**config.mk**
```make
export PLATFORM = sky130hd
export DESIGN_NAME = boot_sequencer
export DESIGN_NICKNAME = d
export VERILOG_FILES = /design/src/rtl/boot_sequencer.sv
export SDC_FILE = /design/constraint.sdc
export NUM_CORES = 1
export LEC_CHECK = 0
export CAP_MARGIN = 20
export CORE_AREA = 3 3 68 70
export CTS_CLUSTER_DIAMETER = 40
export DETAILED_ROUTE_END_ITERATION = 8
export DIE_AREA = 0 0 71 73
export GPL_TIMING_DRIVEN = 1
export PLACE_DENSITY = 0.52
export SYNTH_ARGS = -nofsm -noshare
export SYNTH_HDL_FRONTEND = slang
export SYNTH_SLANG_ARGS = --single-unit
```
**constraint.sdc**
```tcl
create_clock -name clk -period 3.4 [get_ports clk]
set_clock_uncertainty 0.15 [all_clocks]
set_input_delay 0.34 -clock clk [delete_from_list [all_inputs] [get_ports clk]]
set_output_delay 0.34 -clock clk [all_outputs]
set_load 0.005 [all_outputs]
```
**src/rtl/boot_sequencer.sv**
```systemverilog
// Boot sequencer: synchronizes and debounces USB VBUS detect, then after a
// boot request or VBUS loss counts BOOT_DELAY cycles and pulses the
// active-low programn output for PROGRAMN_LOW cycles before parking in DONE.
module boot_sequencer #(
    parameter int VDET_DEBOUNCE = 16,
    parameter int BOOT_DELAY    = 256,
    parameter int PROGRAMN_LOW  = 8
) (
    input  logic       clk,
    input  logic       reset,
    input  logic       boot_req,
    input  logic       usb_vdet,
    output logic       programn,
    output logic       vdet_db,
    output logic [1:0] state,
    output logic       busy
);

    typedef enum logic [1:0] {
        IDLE   = 2'd0,
        COUNT  = 2'd1,
        ASSERT = 2'd2,
        DONE   = 2'd3
    } state_t;

    localparam int DB_W  = $clog2(VDET_DEBOUNCE) + 1;
    localparam int DLY_W = $clog2(BOOT_DELAY) + 1;
    localparam int LOW_W = $clog2(PROGRAMN_LOW) + 1;

    localparam logic [DB_W-1:0]  DB_LAST  = DB_W'(VDET_DEBOUNCE - 1);
    localparam logic [DLY_W-1:0] DLY_LAST = DLY_W'(BOOT_DELAY - 1);
    localparam logic [LOW_W-1:0] LOW_LAST = LOW_W'(PROGRAMN_LOW - 1);

    // Counters below assume at least two cycles per phase.
    if (VDET_DEBOUNCE < 2 || BOOT_DELAY < 2 || PROGRAMN_LOW < 2) begin : g_param_check
        $error("boot_sequencer: VDET_DEBOUNCE, BOOT_DELAY and PROGRAMN_LOW must each be >= 2");
    end

    state_t            cur_state;
    logic              vdet_p0;
    logic              vdet_p1;
    logic [DB_W-1:0]   db_cnt;
    logic [DLY_W-1:0]  dly_cnt;
    logic [LOW_W-1:0]  low_cnt;
    logic              boot_latched;

    assign state = cur_state;

    // Two-flop synchronizer for the asynchronous VBUS detect; idles high.
    always_ff @(posedge clk or posedge reset) begin
        if (reset) begin
            vdet_p0 <= 1'b1;
            vdet_p1 <= 1'b1;
        end else begin
            vdet_p0 <= usb_vdet;
            vdet_p1 <= vdet_p0;
        end
    end

    // Debounce: accept a new level only after it has differed for VDET_DEBOUNCE cycles in a row.
    always_ff @(posedge clk or posedge reset) begin
        if (reset) begin
            vdet_db <= 1'b1;
            db_cnt  <= '0;
        end else if (vdet_p1 == vdet_db) begin
            db_cnt  <= '0;
        end else if (db_cnt == DB_LAST) begin
            vdet_db <= vdet_p1;
            db_cnt  <= '0;
        end else begin
            db_cnt  <= db_cnt + DB_W'(1);
        end
    end

    // Sticky record of a bootloader request; once set, the countdown cannot be cancelled.
    always_ff @(posedge clk or posedge reset) begin
        if (reset) begin
            boot_latched <= 1'b0;
        end else if (boot_req) begin
            boot_latched <= 1'b1;
        end
    end

    // Sequencer FSM with registered programn/busy outputs.
    always_ff @(posedge clk or posedge reset) begin
        if (reset) begin
            cur_state <= IDLE;
            programn  <= 1'b1;
            busy      <= 1'b0;
            dly_cnt   <= '0;
            low_cnt   <= '0;
        end else begin
            case (cur_state)
                IDLE: begin
                    if (boot_req || !vdet_db) begin
                        cur_state <= COUNT;
                        busy      <= 1'b1;
                        dly_cnt   <= '0;
                    end
                end
                COUNT: begin
                    // A boot request on this very cycle wins over a VBUS-return cancel.
                    if (vdet_db && !boot_latched && !boot_req) begin
                        cur_state <= IDLE;
                        busy      <= 1'b0;
                        dly_cnt   <= '0;
                    end else if (dly_cnt == DLY_LAST) begin
                        cur_state <= ASSERT;
                        programn  <= 1'b0;
                        low_cnt   <= '0;
                    end else begin
                        dly_cnt   <= dly_cnt + DLY_W'(1);
                    end
                end
                ASSERT: begin
                    if (low_cnt == LOW_LAST) begin
                        cur_state <= DONE;
                        programn  <= 1'b1;
                    end else begin
                        low_cnt   <= low_cnt + LOW_W'(1);
                    end
                end
                DONE: begin
                    cur_state <= DONE;
                end
                default: begin
                    cur_state <= IDLE;
                    programn  <= 1'b1;
                    busy      <= 1'b0;
                end
            endcase
        end
    end

endmodule
```
== After elaboration in Yosys (flattened, before gate mapping) ==
Index checks and enable logic that the tools add are counted.

* Reductions and logical operators: 15
* $add $sub $neg: 3
* Multiplexer cells: 22
* Bitwise gates (word level): 1
* Equality and inequality tests: 15

{| class="wikitable"
|+ Operators by type and width
! kind !! count
|-
| $mux W9 || 3
|-
| $pmux W9 S2 || 1
|-
| $mux W4 || 3
|-
| $ne A2 B2 Y1 const B || 6
|-
| $mux W5 || 2
|-
| $add A9 B1 Y9 const B || 1
|-
| $eq A9 B8 Y1 const B || 1
|-
| $reduce_and A3 Y1 || 3
|-
| $mux W2 || 4
|-
| $pmux W2 S4 || 1
|-
| $pmux W4 S2 || 1
|-
| $reduce_and A4 Y1 || 2
|-
| $ne A3 B3 Y1 const B || 2
|-
| $add A5 B1 Y5 const B || 1
|-
| $eq A5 B4 Y1 const B || 1
|-
| $mux W1 || 5
|-
| $add A4 B1 Y4 const B || 1
|-
| $eq A2 B2 Y1 const B || 2
|-
| $eq A4 B3 Y1 const B || 1
|-
| $pmux W1 S2 || 2
|-
| $reduce_bool A2 Y1 || 2
|-
| $logic_not A1 Y1 || 3
|-
| $eq A2 B1 Y1 const B || 1
|-
| $logic_and A1 B1 Y1 || 2
|-
| other kinds (5) || 5
|}

* Output and inout bits: 5
* Bits in registers: 26
* Logic and storage cells: 66
* Input bits: 4

== Longest topological paths before layout ==
Gate-level depths: netlist of the first run.

* Depth after elaboration: 5
* Mapped depth: 9
* Depth with buffers taken out: 8

== Worst setup path after synthesis of the first run ==
No wires, ideal clock.

* Path type: reg2reg
* From: register dly_cnt[0]
* To: register dly_cnt[5]
* Slack: 1.047 ns
* Stages on the path, launching flop included: 9
* Period minus slack after synthesis: 2.353 ns
* Arrival: 2.126 ns
* Required time: 3.173 ns
* Setup time: 0.077 ns
* Buffers on the path: 0
* Cell sequence: dfrtp_1 > ha_1 > and3_1 > nand3_1 > nor2_1 > ha_1 > a311o_1 > or4_1 > a21oi_1

* Word-level cells in the longest chain between the ends: 4
* Elaborated cells on any way between the ends: 7
* Those cells by class: add/sub (1); eq/ne (2); mux (3); reduce/logical (1)

{| class="wikitable"
|+ Ends and longest elaborated chain
! element !! line !! text
|-
| start: declaration || 43 || <nowiki>logic [DLY_W-1:0] dly_cnt;</nowiki>
|-
| start signal: assignment || 112 || <nowiki>dly_cnt <= dly_cnt + DLY_W'(1);</nowiki>
|-
| $add A9 B1 Y9 || 112 ||
|-
| $mux W9 || 107 || <nowiki>end else if (dly_cnt == DLY_LAST) begin</nowiki>
|-
| $mux W9 || 103 || <nowiki>if (vdet_db && !boot_latched && !boot_req) begin</nowiki>
|-
| $pmux W9 S2 || 93 || <nowiki>case (cur_state)</nowiki>
|}

Several ways; a longest one is shown, not always the timed one. The select of a mux whose other input is x is not followed.
A chain may end at the register's enable or synchronous reset.

== Final worst setup path of the first run ==
* From: register dly_cnt[0]
* To: register dly_cnt[7]

The elaborated chain is that of the path after synthesis.

==> flow_summary_export.csv, run 1 <==
group,metric,value,unit
status,status,"completed",
power_and_ir_drop,p_seq_share,59.8,%
yosys,ys_ff_latch,26,
routing,drt-vias-per-instance,4.83,
die,coreArea,0.00403,mm2
power_and_ir_drop,p_int,0.000427,W
routing,drc,0,
min_path,hold_path_class,"in -> async",
die,num_rows,23,
finish,diodes,0,
timing,fmax,374,MHz
die,initial_core_util,30.2,%
yosys,syn_area_per_cell,10.1,um2
timing,min_period,2.67,ns
clock_network,clkTransAtPathRegs,0.09,ns
global_route,antenna_found_initial,0,
die,fp.dieArea,0.00518,mm2
setup_path,crit_required,3.44,ns
timing,fin_setup_tns,0,ns
power_and_ir_drop,power_frac_clock,36.6,%
timing,tightestPinTransition,0.444,ns
power_and_ir_drop,swShare,19.6,%
clock_network,cts_hold_buf,0,
clock_network,cts_tree,"built",
finish,fin_util,35.4,%
global_route,overflow,0,
die,die_w,71,um
yosys,synth_top_flop_cell,"dfrtp_1",
yosys,yosys_warnings,0,
yosys,seq_area_frac_synth,53.8,%
routing,dr.first_iter.drc_count,35,
yosys,synthDistinctLibCells,30,
setup_path,crit_type,"reg -> reg",
die,num_io_pins,9,
routing,routed_wl,2210,um
finish,syn2layout_area_growth,17.1,%
power_and_ir_drop,ir_drop,0.228,mV
yosys,synthCells,121,
placed_design,place_hpwl,1580,um
finish,layout_common_cells,"22 x dfrtp_1, 12 x nand2_1, 12 x nand3_1",
clock_network,worstSkewPairLatency,0.27,ns
clock_network,root_buffer,"clkbuf_8",
yosys,synth_area,0.00122,mm2
routing,first_pass_iters,4,
global_route,grt_max_degree,27,
routing,postRouteAntennaNets,0,
power_and_ir_drop,power_density,372,mW/mm2
clock_network,postCtsSetupBuffers,0,
timing,maxSlewViolCount,0,
timing,finalHoldViolCount,0,
global_route,grtUsageTotal,9.15,%
finish,fin_nets,139,
clock_network,htreeDepth,1,
clock_network,numCtsBuffers,3,
setup_path,cp_max_fo,13,
clock_network,cts_buffer_depth,2,
timing,setup_viol,0,
global_route,grt_pass1_wl,3770,um
yosys,synth_edf_count,0,
yosys,syn-num-nets,129,
timing,max_slew_margin,70.4,%
finish,drive_above_1_share,10.0,%
power_and_ir_drop,comb_power_share,3.6,%
setup_path,crit_path_start_kind,"flip-flop",
clock_network,cts.sinks,26,
setup_path,crit_arrival,2.72,ns
finish,layout_commonest_cell,"dfrtp_1",
placed_design,portBuffers,8,
placed_design,gp_congestion,0.743,
job,drv_cap,0,
die,dieHeight,73,um
routing,vias,869,
power_and_ir_drop,p_leak,0.585,nW
power_and_ir_drop,p_sw,0.000104,W
global_route,grt_pass1_vias,826,
yosys,async_flop_share,100,%
timing,period_share,78.7,%
routing,wl_per_cell,12.3,um
clock_network,cts.repair.resized,0,
timing,rsz0062_at_grt,"no",
setup_path,cp-end-kind,"flip-flop",
[cells by family (layout without fill, tap and decap cells)]
kind of cell    Yosys count  in the layout  synth area share (%)
xor+xnor                  5              5                  3.59
mux                       2              2                  1.85
flops                    26             26                  53.8
buf+inv                   7             16                  2.26
fa+ha+maj                 4              4                  4.11
compound gates           21             21                  10.6
simple gates             56             56                  23.8
[critical path: stages (launching register included)]
cell,delay (ns)
dfrtp_1,0.41
ha_1,0.24
and3_1,0.20
nand3_1,0.12
nor2_1,0.07
ha_1,0.22
a311o_1,0.48
or4_1,0.54
a21oi_1,0.16
[area by class of cell]
| cell class | count | area, um2 |
|---|---|---|
| timing repair buffer | 9 | 108 |
| multi-input combinational | 88 | 536 |
| inverter | 3 | 11.3 |
| fill | 421 | 2600 |
| tap | 50 | 62.6 |
| sequential | 26 | 656 |
| clock buffer | 4 | 55.1 |
[flip-flops by register name, summed over array words and instances, names as in the netlist]
name / cells
boot_latched: 1
busy: 1
db_cnt: 5
dly_cnt: 9
low_cnt: 4
programn: 1
state: 2
vdet_db: 1
vdet_p0: 1
vdet_p1: 1
[power groups by stage]
stage               combinational (W)  sequential (W)  clock (W)
floorplan                  0.00000919        0.000322          0
global placement            0.0000157        0.000323          0
detailed placement          0.0000159        0.000323          0
CTS                         0.0000161        0.000317   0.000204
global route                0.0000220        0.000318   0.000218
finish                      0.0000191        0.000317   0.000194
[cells in the mapped netlist, drive strengths merged, types with 3 or more instances]
| master | n | area, um2 |
|---|---|---|
| clkbuf | 3 | 11.3 |
| a21oi | 5 | 25.0 |
| dfrtp | 22 | 551 |
| and2 | 3 | 18.8 |
| o21ai | 9 | 45.0 |
| nand2 | 12 | 45.0 |
| nand3 | 12 | 60.1 |
| xor2 | 5 | 43.8 |
| nor2b | 4 | 25.0 |
| and3 | 4 | 25.0 |
| ha | 4 | 50.1 |
| inv | 3 | 11.3 |
| dfstp | 4 | 105 |
| nor2 | 10 | 37.5 |
[per-layer routing]
layer  global-route usage, %  wire length (um)
met2                    15.7              1090
met4                    2.51                19
met5                       0                 0
met1                    10.9              1020
met3                    3.31                80
[metrics by stage]
stage                     power, W  worst slack, ns  hold WS [ns]  instance area, um2  std cells
after floorplan           0.000332             1.05         0.194                1220        121
after global placement    0.000339            0.689         0.197                1350        175
after detailed placement  0.000339            0.609         0.198                1350        175
after CTS                 0.000538            0.705         0.212                1400        179
after global routing      0.000558            0.533         0.194                1430        180
final                     0.000531            0.726         0.187                1430        180
[worst paths after layout]
| check | startpoint | to | slack, ns | cells after the start |
|---|---|---|---|---|
| max | dly_cnt[0]$_DFFE_PP0P_ | dly_cnt[7]$_DFFE_PP0P_ | 0.73 | 8 |
| min | reset | db_cnt[1]$_DFF_PP0_ | 0.19 | 2 |
| max reg2reg | dly_cnt[0]$_DFFE_PP0P_ | dly_cnt[7]$_DFFE_PP0P_ | 0.73 | 8 |
| min reg2reg | vdet_p0$_DFF_PP1_ | vdet_p1$_DFF_PP1_ | 0.21 | 0 |
| max in group asynchronous | reset | vdet_db$_DFFE_PP1P_ | 2.43 | 3 |
| min in group clk | vdet_p0$_DFF_PP1_ | vdet_p1$_DFF_PP1_ | 0.21 | 0 |
(Power assumes the default switching activity.)
==> inputs of run 2 (changes only) <==
--- a/config.mk
+++ b/config.mk
@@ -11,7 +11,7 @@
 export DETAILED_ROUTE_END_ITERATION = 8
 export DIE_AREA = 0 0 71 73
 export GPL_TIMING_DRIVEN = 1
-export PLACE_DENSITY = 0.52
+export PLACE_DENSITY = 0.53
 export SYNTH_ARGS = -nofsm -noshare
 export SYNTH_HDL_FRONTEND = slang
 export SYNTH_SLANG_ARGS = --single-unit
==> constraint.sdc (replaced) <==
create_clock -name clk -period 2.4 [get_ports clk]
set_clock_uncertainty 0.15 [all_clocks]
set_input_delay 0.24 -clock clk [delete_from_list [all_inputs] [get_ports clk]]
set_output_delay 0.24 -clock clk [all_outputs]
set_load 0.005 [all_outputs]
==> run 2 against run 1 <==
  * Power rose by 41%
  * Combinational power is 28% higher
  * Worst setup slack got worse by 0.63 ns
==> flow_summary_export.csv, run 2 (synthesis gave the netlist of run 1 again) <==
group,metric,value,unit
status,status,"completed",
timing,period_share,95.8,%
die,num_rows,23,
setup_path,crit_path_start_kind,"flip-flop",
clock_network,cts_tree,"built",
timing,finalHoldViolCount,0,
finish,multi_input_area,558,um2
clock_network,htreeDepth,1,
setup_path,cp_max_fo,4,
finish,layout_common_cells,"22 x dfrtp_1, 12 x nand2_1, 12 x nand3_1",
power_and_ir_drop,power_density,499,mW/mm2
timing,maxSlewViolCount,0,
timing,rsz0062_at_grt,"no",
finish,n_fill_cell,416,
clock_network,cts_buffer_depth,2,
setup_path,crit_type,"reg -> reg",
routing,drt-vias-per-instance,4.82,
job,drv_cap,0,
power_and_ir_drop,p_leak,0.624,nW
finish,diodes,0,
finish,largestRegisters,"dly_cnt (9), db_cnt (5), low_cnt (4)",
clock_network,cts_hold_buf,0,
timing,setup_viol,0,
finish,drive_above_1_share,20.7,%
placed_design,gp_congestion,0.802,
timing,tightestPinTransition,0.341,ns
timing,min_period,2.30,ns
placed_design,place_hpwl,1680,um
die,die_w,71,um
placed_design,placed_area,0.00141,mm2
finish,layout_commonest_cell,"dfrtp_1",
routing,postRouteAntennaNets,0,
die,initial_core_util,30.2,%
power_and_ir_drop,p_sw,0.000148,W
die,dieHeight,73,um
die,num_io_pins,9,
finish,fin_nets,149,
timing,fmax,435,MHz
global_route,grt_pass1_wl,4150,um
routing,drc,0,
clock_network,numCtsBuffers,3,
finish,regMostFlops,"dly_cnt",
power_and_ir_drop,p_int,0.000602,W
power_and_ir_drop,p_seq_share,59.8,%
routing,dr.first_iter.drc_count,45,
clock_network,cts.sinks,26,
clock_network,clkTransAtPathRegs,0.09,ns
setup_path,crit_arrival,2.35,ns
timing,max_slew_margin,77.3,%
setup_path,cp-end-kind,"flip-flop",
power_and_ir_drop,swShare,19.8,%
global_route,antenna_found_initial,0,
global_route,grt_pass1_vias,965,
min_path,hold_path_class,"in -> async",
clock_network,root_buffer,"clkbuf_8",
routing,wl_per_cell,12.1,um
finish,largest_reg_flops,9,
setup_path,crit_required,2.45,ns
placed_design,portBuffers,8,
finish,finalInstanceArea,0.00151,mm2
die,coreArea,0.00403,mm2
global_route,grt_max_degree,27,
power_and_ir_drop,comb_power_share,3.3,%
routing,first_pass_iters,4,
power_and_ir_drop,ir_drop,0.343,mV
routing,vias,915,
finish,seqCellArea,656,um2
global_route,overflow,0,
timing,fin_setup_tns,0,ns
routing,routed_wl,2310,um
finish,syn2layout_area_growth,23.5,%
die,fp.dieArea,0.00518,mm2
power_and_ir_drop,power_frac_clock,36.9,%
global_route,grtUsageTotal,9.98,%
clock_network,worstSkewPairLatency,0.27,ns
-- run 2: timing repair --
action,4_1_cts,5_1_grt
gates resized for setup,1,5
buffers inserted,1,1
setup endpoints to repair,2,3
pin swaps,3,4
-- run 2: final timing paths --
check                                            start                     end  slack (ns)  cells after the start
worst min-delay path                             reset  dly_cnt[5]$_DFFE_PP0P_        0.17                      3
max in group asynchronous                        reset     vdet_db$_DFFE_PP1P_        1.63                      3
worst max-delay path            dly_cnt[1]$_DFFE_PP0P_  dly_cnt[7]$_DFFE_PP0P_         0.1                      8
worst min register to register       vdet_p0$_DFF_PP1_       vdet_p1$_DFF_PP1_        0.21                      0
worst max register to register  dly_cnt[1]$_DFFE_PP0P_  dly_cnt[7]$_DFFE_PP0P_         0.1                      8
min in group clk                     vdet_p0$_DFF_PP1_       vdet_p1$_DFF_PP1_        0.21                      0
-- run 2: power by group through the flow --
stage               sequential [W]  combinational, W  clock [W]
floorplan                 0.000457         0.0000130          0
global placement          0.000457         0.0000247          0
detailed placement        0.000458         0.0000258          0
CTS                       0.000449         0.0000259   0.000296
global route              0.000450         0.0000287   0.000319
finish                    0.000449         0.0000245   0.000277
-- run 2: worst max-delay path: stages, from the launching register on --
cell and delay [ns]:
dfrtp_1 0.40, ha_2 0.21, and3_4 0.18, nand3_1 0.09, nor2_1 0.06, ha_2 0.17, a311o_1 0.35, or4_4 0.52
a21oi_2 0.12
-- run 2: through the flow --
step	power (W)	setup WS, ns	hold WS [ns]	utilization (%)	cells
CTS	0.000771	0.00510	0.171	36.7	189
finish	0.000751	0.0998	0.173	37.4	190
detailed placement	0.000484	-0.0153	0.201	35.1	184
global placement	0.000482	0.0671	0.197	35.1	184
floorplan	0.000470	0.0470	0.0945	-	121
global route	0.000798	0.0212	0.194	37.4	190
-- run 2: area by class of cell --
class                      instances  share of cell area [%]
sequential                        26                    43.6
tap                               50                    4.16
inverter                           3                   0.748
timing repair buffer              19                    10.8
multi-input combinational         88                    37.1
clock buffer                       4                    3.66
-- run 2: layer usage --
layer | routed length (um) | global-route usage [%] | vias up
li1 | - | - | 459
met1 | 1050 | 11.6 | 439
met2 | 1160 | 16.8 | 13
met3 | 68 | 3.44 | 4
met4 | 29 | 4.18 | 0
met5 | 0 | 0 | -
